## src/rtl/tt_um_jimktrains_vslc_sequencer_pkg.sv

```systemverilog
// Shared definitions for the VSLC scan sequencer and its instruction executor.
// Holds FSM encoding, memory sizing defaults and opcode-class constants.
package tt_um_jimktrains_vslc_sequencer_pkg;

    localparam int unsigned PROG_DEPTH_DEF = 32;
    localparam int unsigned ADDR_W_DEF     = 5;
    localparam int unsigned INSTR_W        = 8;
    localparam int unsigned STATE_W        = 2;

    localparam logic [STATE_W-1:0] ST_IDLE = 2'd0;
    localparam logic [STATE_W-1:0] ST_LOAD = 2'd1;
    localparam logic [STATE_W-1:0] ST_SNAP = 2'd2;
    localparam logic [STATE_W-1:0] ST_EXEC = 2'd3;

    // Opcode class lives in the top three instruction bits; executor decodes the rest.
    localparam int unsigned OPC_CLASS_W = 3;
    localparam logic [OPC_CLASS_W-1:0] OPC_CLASS_LD   = 3'd0;
    localparam logic [OPC_CLASS_W-1:0] OPC_CLASS_AND  = 3'd1;
    localparam logic [OPC_CLASS_W-1:0] OPC_CLASS_OR   = 3'd2;
    localparam logic [OPC_CLASS_W-1:0] OPC_CLASS_XOR  = 3'd3;
    localparam logic [OPC_CLASS_W-1:0] OPC_CLASS_EDGE = 3'd4;
    localparam logic [OPC_CLASS_W-1:0] OPC_CLASS_ST   = 3'd5;
    localparam logic [OPC_CLASS_W-1:0] OPC_CLASS_TMR  = 3'd6;
    localparam logic [OPC_CLASS_W-1:0] OPC_CLASS_SYS  = 3'd7;

    typedef struct packed {
        logic [INSTR_W-1:0] instr;
        logic               ready;
    } issue_t;

    function automatic logic [OPC_CLASS_W-1:0] opc_class(input logic [INSTR_W-1:0] i);
        return i[INSTR_W-1 -: OPC_CLASS_W];
    endfunction

endpackage

```

## src/rtl/tt_um_jimktrains_vslc_progmem.sv

```systemverilog
// Program store: one synchronous write port, one combinational read port.
// Contents are deliberately not reset; the sequencer gates use via prog_len.
module tt_um_jimktrains_vslc_progmem
    import tt_um_jimktrains_vslc_sequencer_pkg::*;
#(
    parameter int unsigned DEPTH  = PROG_DEPTH_DEF,
    parameter int unsigned ADDR_W = ADDR_W_DEF
) (
    input  logic               clk,
    input  logic               we,
    input  logic [ADDR_W-1:0]  waddr,
    input  logic [INSTR_W-1:0] wdata,
    input  logic [ADDR_W-1:0]  raddr,
    output logic [INSTR_W-1:0] rdata_c
);

    logic [INSTR_W-1:0] mem [DEPTH];

    always_ff @(posedge clk) begin
        if (we) begin
            mem[waddr] <= wdata;
        end
    end

    assign rdata_c = mem[raddr];

endmodule

```

## src/rtl/tt_um_jimktrains_vslc_sequencer.sv

```systemverilog
// Scan sequencer: loads a program, then repeatedly snapshots inputs and issues
// one instruction per cycle to the executor, with atomic scans.
module tt_um_jimktrains_vslc_sequencer
    import tt_um_jimktrains_vslc_sequencer_pkg::*;
#(
    parameter int unsigned PROG_DEPTH = PROG_DEPTH_DEF,
    parameter int unsigned ADDR_W     = ADDR_W_DEF
) (
    input  logic               clk,
    input  logic               rst,
    input  logic               load_en,
    input  logic               load_valid,
    input  logic [INSTR_W-1:0] load_data,
    input  logic               run_en,
    input  logic [7:0]         ui_in,
    output logic [INSTR_W-1:0] instr,
    output logic               instr_ready,
    output logic [7:0]         ui_in_snap,
    output logic [7:0]         ui_in_prev,
    output logic               scan_done,
    output logic               busy,
    output logic [ADDR_W:0]    prog_len,
    output logic               load_overflow
);

    logic [STATE_W-1:0] state_q, state_d;
    logic [ADDR_W-1:0]  pc_q, pc_d;
    logic [ADDR_W:0]    wptr_q, wptr_d;
    logic [ADDR_W:0]    prog_len_q, prog_len_d;
    issue_t             issue_q, issue_d;
    logic [7:0]         snap_q, snap_d;
    logic [7:0]         prev_q, prev_d;
    logic               last_q, last_d;
    logic               scan_done_q, scan_done_d;
    logic               ovf_q, ovf_d;
    logic               busy_q, busy_d;

    logic               mem_we_c;
    logic [INSTR_W-1:0] mem_rdata_c;
    logic               mem_space_c;
    logic               pc_last_c;

    tt_um_jimktrains_vslc_progmem #(
        .DEPTH  (PROG_DEPTH),
        .ADDR_W (ADDR_W)
    ) u_progmem (
        .clk     (clk),
        .we      (mem_we_c),
        .waddr   (wptr_q[ADDR_W-1:0]),
        .wdata   (load_data),
        .raddr   (pc_q),
        .rdata_c (mem_rdata_c)
    );

    assign mem_space_c = wptr_q < (ADDR_W+1)'(PROG_DEPTH);
    assign pc_last_c   = (ADDR_W+1)'(pc_q) == (prog_len_q - (ADDR_W+1)'(1));

    // Next-state and registered-output logic.
    always_comb begin
        state_d     = state_q;
        pc_d        = pc_q;
        wptr_d      = wptr_q;
        prog_len_d  = prog_len_q;
        issue_d     = '{instr: issue_q.instr, ready: 1'b0};
        snap_d      = snap_q;
        prev_d      = prev_q;
        last_d      = 1'b0;
        scan_done_d = last_q;
        ovf_d       = ovf_q;
        mem_we_c    = 1'b0;

        case (state_q)
            ST_IDLE: begin
                if (load_en) begin
                    state_d    = ST_LOAD;
                    wptr_d     = '0;
                    prog_len_d = '0;
                    ovf_d      = 1'b0;
                end else if (run_en && (prog_len_q != '0)) begin
                    state_d = ST_SNAP;
                end
            end
            ST_LOAD: begin
                if (!load_en) begin
                    state_d = ST_IDLE;
                end else if (load_valid) begin
                    if (mem_space_c) begin
                        mem_we_c   = 1'b1;
                        wptr_d     = wptr_q + (ADDR_W+1)'(1);
                        prog_len_d = wptr_q + (ADDR_W+1)'(1);
                    end else begin
                        ovf_d = 1'b1;
                    end
                end
            end
            ST_SNAP: begin
                prev_d  = snap_q;
                snap_d  = ui_in;
                pc_d    = '0;
                state_d = ST_EXEC;
            end
            ST_EXEC: begin
                issue_d = '{instr: mem_rdata_c, ready: 1'b1};
                pc_d    = pc_q + ADDR_W'(1);
                // Mode changes are honoured only once the final instruction is out.
                if (pc_last_c) begin
                    last_d  = 1'b1;
                    state_d = run_en ? ST_SNAP : ST_IDLE;
                end
            end
            default: begin
                state_d = ST_IDLE;
            end
        endcase

        busy_d = (state_d == ST_SNAP) || (state_d == ST_EXEC);
    end

    always_ff @(posedge clk) begin
        if (rst) begin
            state_q     <= ST_IDLE;
            pc_q        <= '0;
            wptr_q      <= '0;
            prog_len_q  <= '0;
            issue_q     <= '0;
            snap_q      <= '0;
            prev_q      <= '0;
            last_q      <= 1'b0;
            scan_done_q <= 1'b0;
            ovf_q       <= 1'b0;
            busy_q      <= 1'b0;
        end else begin
            state_q     <= state_d;
            pc_q        <= pc_d;
            wptr_q      <= wptr_d;
            prog_len_q  <= prog_len_d;
            issue_q     <= issue_d;
            snap_q      <= snap_d;
            prev_q      <= prev_d;
            last_q      <= last_d;
            scan_done_q <= scan_done_d;
            ovf_q       <= ovf_d;
            busy_q      <= busy_d;
        end
    end

    assign instr         = issue_q.instr;
    assign instr_ready   = issue_q.ready;
    assign ui_in_snap    = snap_q;
    assign ui_in_prev    = prev_q;
    assign scan_done     = scan_done_q;
    assign busy          = busy_q;
    assign prog_len      = prog_len_q;
    assign load_overflow = ovf_q;

endmodule

```

## config.mk

```make
export PLATFORM = sky130hd
export DESIGN_NAME = tt_um_jimktrains_vslc_sequencer
export DESIGN_NICKNAME = d
export VERILOG_FILES = /design/src/rtl/tt_um_jimktrains_vslc_sequencer_pkg.sv /design/src/rtl/tt_um_jimktrains_vslc_progmem.sv /design/src/rtl/tt_um_jimktrains_vslc_sequencer.sv
export SDC_FILE = /design/constraint.sdc
export NUM_CORES = 1
export LEC_CHECK = 0
export ABC_AREA = 1
export CAP_MARGIN = 20
export CELL_PAD_IN_SITES_DETAIL_PLACEMENT = 1
export CELL_PAD_IN_SITES_GLOBAL_PLACEMENT = 1
export CORE_MARGIN = 3
export CORE_UTILIZATION = 51
export DETAILED_ROUTE_END_ITERATION = 8
export PLACE_DENSITY = 0.82
export SYNTH_ARGS = -nofsm -noshare
export SYNTH_HDL_FRONTEND = slang
export SYNTH_SLANG_ARGS = --single-unit
```

## constraint.sdc

```tcl
create_clock -name clk -period 2.72 [get_ports clk]
set_input_delay 0.544 -clock clk [delete_from_list [all_inputs] [get_ports clk]]
set_output_delay 0.544 -clock clk [all_outputs]
set_load 0.1 [all_outputs]
```

==> reports/qor.json <==
{
  "numCtsBuffers": 29,
  "clock_root_cell": "clkbuf_16",
  "first_global_vias": 9744,
  "worstMarginPinSlew_ns": 0.667,
  "vias": 9378,
  "cap_viol_max_count": 0,
  "final-setup-viol-count": 0,
  "finish.instance_area_mm2": 0.0145,
  "mapped_cell_area_mm2": 0.0126,
  "reg2reg_depth": 8,
  "combinationalPowerShare_pct": 5.2,
  "ant_nets": 0,
  "grt_first_pass_wirelength_mm": 56.0,
  "post_route_cells_drive_above_1_share_pct": 10.1,
  "holdPathEnd": "scan_done",
  "worst-r2r-setup-slack_ns": 0.60,
  "setup_ws_ns": 0.598,
  "grt_start_max_net_pins": 76,
  "status": "completed",
  "boundaryPins": 55,
  "switching_power_mw": 2.07,
  "timing.setup.tns_ns": 0,
  "crit_required_ns": 3.21,
  "final_hold_viol_count": 0,
  "irDropWorstVdd_mv": 0.547,
  "period_minus_slack_ns": 2.12,
  "pre_cts_slack_ns": 0.318,
  "clock_latency_ns": 0.56,
  "post_dr_vias_cell": 5.58,
  "route.final.wire_length_mm": 36.8,
  "buffer_ports.inserted": 54,
  "synth_cell_types": 26,
  "post-route-util_pct": 60.9,
  "synth.yosys.warnings": 0,
  "drc": 0,
  "end_kind": "flop",
  "drtIter0Drc": 927,
  "finalWeightedCongestion": 0.811,
  "leakage_nw": 5.87,
  "ys_seq_elements": 297,
  "die_outline_width_um": 163,
  "antenna_diode_count": 0,
  "timing.hold.worst_path_depth": 2,
  "crit_path_arrival_time_ns": 2.61,
  "drt_first_pass_iters": 5,
  "placed_cell_area_mm2": 0.0137,
  "fin_crit_sh_pct": 78.0,
  "layout-area-overhead-vs-synth_pct": 15.5,
  "die_h_um": 163,
  "final-max-slew-violation-count": 0,
  "clock_power_share_pct": 40.6,
  "worst_clock_skew_ns": 0.0137,
  "worst_hold_startpoint": "last_q",
  "cts.htree.levels": 1,
  "cts_max_path_buffers": 3,
  "finish.cell_count_without_fillers": 1681,
  "synth_cells": 1256,
  "grt_antenna_before_repair": 0,
  "net_count_after_synthesis": 1283,
  "placed_cell_count": 1628,
  "post-cts-setup-buffers": 0,
  "slew_headroom_pct": 55.4,
  "cts_num_sinks": 297,
  "power.sequential.fraction_pct": 54.2,
  "cts_resized": 0,
  "critPathKind": "flop to flop",
  "dpl.hpwl_mm": 22.8,
  "cts_tree": "built",
  "number_of_standard_cell_rows_in_the_floorplan": 56,
  "syn_area_per_cell_um2": 10.0,
  "die_footprint_mm2": 0.0266,
  "critical_register_to_register_path_endpoint": "instr[3]",
  "p_sw_share_pct": 22.5,
  "core_area_mm2": 0.0238,
  "wl_per_cell_um": 21.9,
  "global_route.overflow_total": 0,
  "timing.fmax_ghz": 0.471,
  "clkTransAtPathRegs_ns": 0.07,
  "unrepaired_setup_endpoints_after_global_routing": "no",
  "power.internal_mw": 7.11,
  "final_layout_fill_cell_count": 2593,
  "min_path_type": "flop to flop",
  "initial_utilization_pct": 52.8,
  "final_net_count": 1367,
  "worstSetupStartpointType": "flop",
  "hold_buffers": 0,
  "grt_use_total_pct": 28.0,
  "largest_driver_fanout_on_the_critical_path": 20,
  "cellPowerDensity_mw_per_mm2": 633,
  "seq_area_frac_synth_pct": 67.7,
  "reg2reg_from": "pc_q[2]"
}
==> routing by layer <==
layer	track usage [%]	wire length [um]	vias up
met4	8.38	1270	0
li1	-	-	4293
met5	0	0	-
met3	4.68	2640	96
met2	47.9	18200	386
met1	36.9	14700	4603
==> worst max-delay path: stages, from the launching register on <==
cell,delay (ns)
dfxtp_1,0.36
inv_1,0.08
buf_4,0.26
nand2_1,0.45
a21oi_1,0.37
nor2_1,0.10
nand2_1,0.14
nand3_1,0.14
a21oi_1,0.15
==> worst max path at each step <==
stage	slack (ns)	end	startpoint
4_1_cts	0.63	instr[3]	pc_q[2]
5_1_grt	0.45	instr[3]	pc_q[2]
6_report	0.60	instr[3]	pc_q[2]
3_3_place_gp	0.41	u_progmem.mem[9][1]	load_en
3_5_place_dp	0.32	u_progmem.mem[20][4]	load_en
2_1_floorplan	0.28	state_q[0]	prog_len[0]
==> registers in the layout, indices dropped and copies added, names as in the netlist <==
register and count:
load_overflow 1, ui_in_prev 8, prog_len 6, u_progmem.mem 256, instr 8, state_q 1
instr_ready 1, pc_q 5, ui_in_snap 8, busy 1, last_q 1, scan_done 1
==> synth_stat cells <==
master | n | area [um^2]
nand2_1 | 385 | 1450
edfxtp_1 | 256 | 7690
nand3_1 | 165 | 826
nor2_1 | 131 | 492
inv_1 | 127 | 477
dfxtp_1 | 41 | 821
buf_2 | 38 | 190
a21oi_1 | 35 | 175
o21ai_0 | 27 | 135
clkbuf_1 | 13 | 48.8
ha_1 | 6 | 75.1
buf_4 | 5 | 37.5
nor3_1 | 5 | 25.0
nand4_1 | 4 | 25.0
buf_1 | 3 | 11.3
inv_2 | 3 | 11.3
clkinv_1 | 2 | 7.51
xor2_1 | 2 | 17.5
a211oi_1 | 1 | 7.51
a21oi_2 | 1 | 8.76
a32o_1 | 1 | 10.0
nor2_2 | 1 | 6.26
nor3b_1 | 1 | 7.51
nor4_1 | 1 | 6.26
o211ai_1 | 1 | 7.51
or2_2 | 1 | 6.26
==> cells in the final DEF (no fill, tap or decap), types with 2 or more instances in the layout <==
| master | Yosys | final |
|---|---|---|
| nand3_1 | 165 | 165 |
| clkbuf_1 | 13 | 6 |
| inv_1 | 127 | 126 |
| buf_12 | 0 | 6 |
| clkinv_2 | 0 | 4 |
| inv_2 | 3 | 3 |
| buf_4 | 5 | 86 |
| a21oi_1 | 35 | 35 |
| ha_1 | 6 | 6 |
| xor2_1 | 2 | 2 |
| clkinv_1 | 2 | 12 |
| o21ai_0 | 27 | 27 |
| nor2_1 | 131 | 131 |
| edfxtp_1 | 256 | 256 |
| clkdlybuf4s50_1 | 0 | 20 |
| dfxtp_1 | 41 | 39 |
| nand4_1 | 4 | 4 |
| clkbuf_16 | 0 | 29 |
| nand2_1 | 385 | 385 |
| nor3_1 | 5 | 5 |
==> cell families after synthesis <==
kind of cell / after synthesis / share of synthesized area (%)
adders and majority gates: 6 / 0.597
buffers and inverters: 191 / 6.23
DFF: 297 / 67.7
xor gates and xnor gates: 2 / 0.139
AOI/OAI and AO/OA: 66 / 2.74
and+or+nand+nor: 694 / 22.6
==> power by group through the flow <==
stage,clock network (mW),registers (mW),logic [mW]
6_report,3.73,4.98,0.476
4_1_cts,3.77,4.98,0.476
2_1_floorplan,0,5.19,0.143
3_3_place_gp,0,5.08,0.460
3_5_place_dp,0,5.08,0.472
5_1_grt,3.95,4.98,0.508
==> stage by stage <==
step	total power [mW]	hold slack [ns]
floorplan	5.33	0.388
global placement	5.54	0.395
detailed placement	5.55	0.409
CTS	9.23	0.440
global route	9.44	0.448
finish	9.19	0.436
==> layout make-up <==
cell class	count	area, um^2	area share [%]
Sequential cell	297	8510	58.7
Multi-Input combinational cell	768	3280	22.6
Timing Repair Buffer	112	966	6.66
Clock buffer	35	748	5.16
Inverter	132	497	3.42
Tap cell	319	399	2.75
Clock inverter	18	113	0.776
Note: power is estimated with default switching activity, not from simulation.
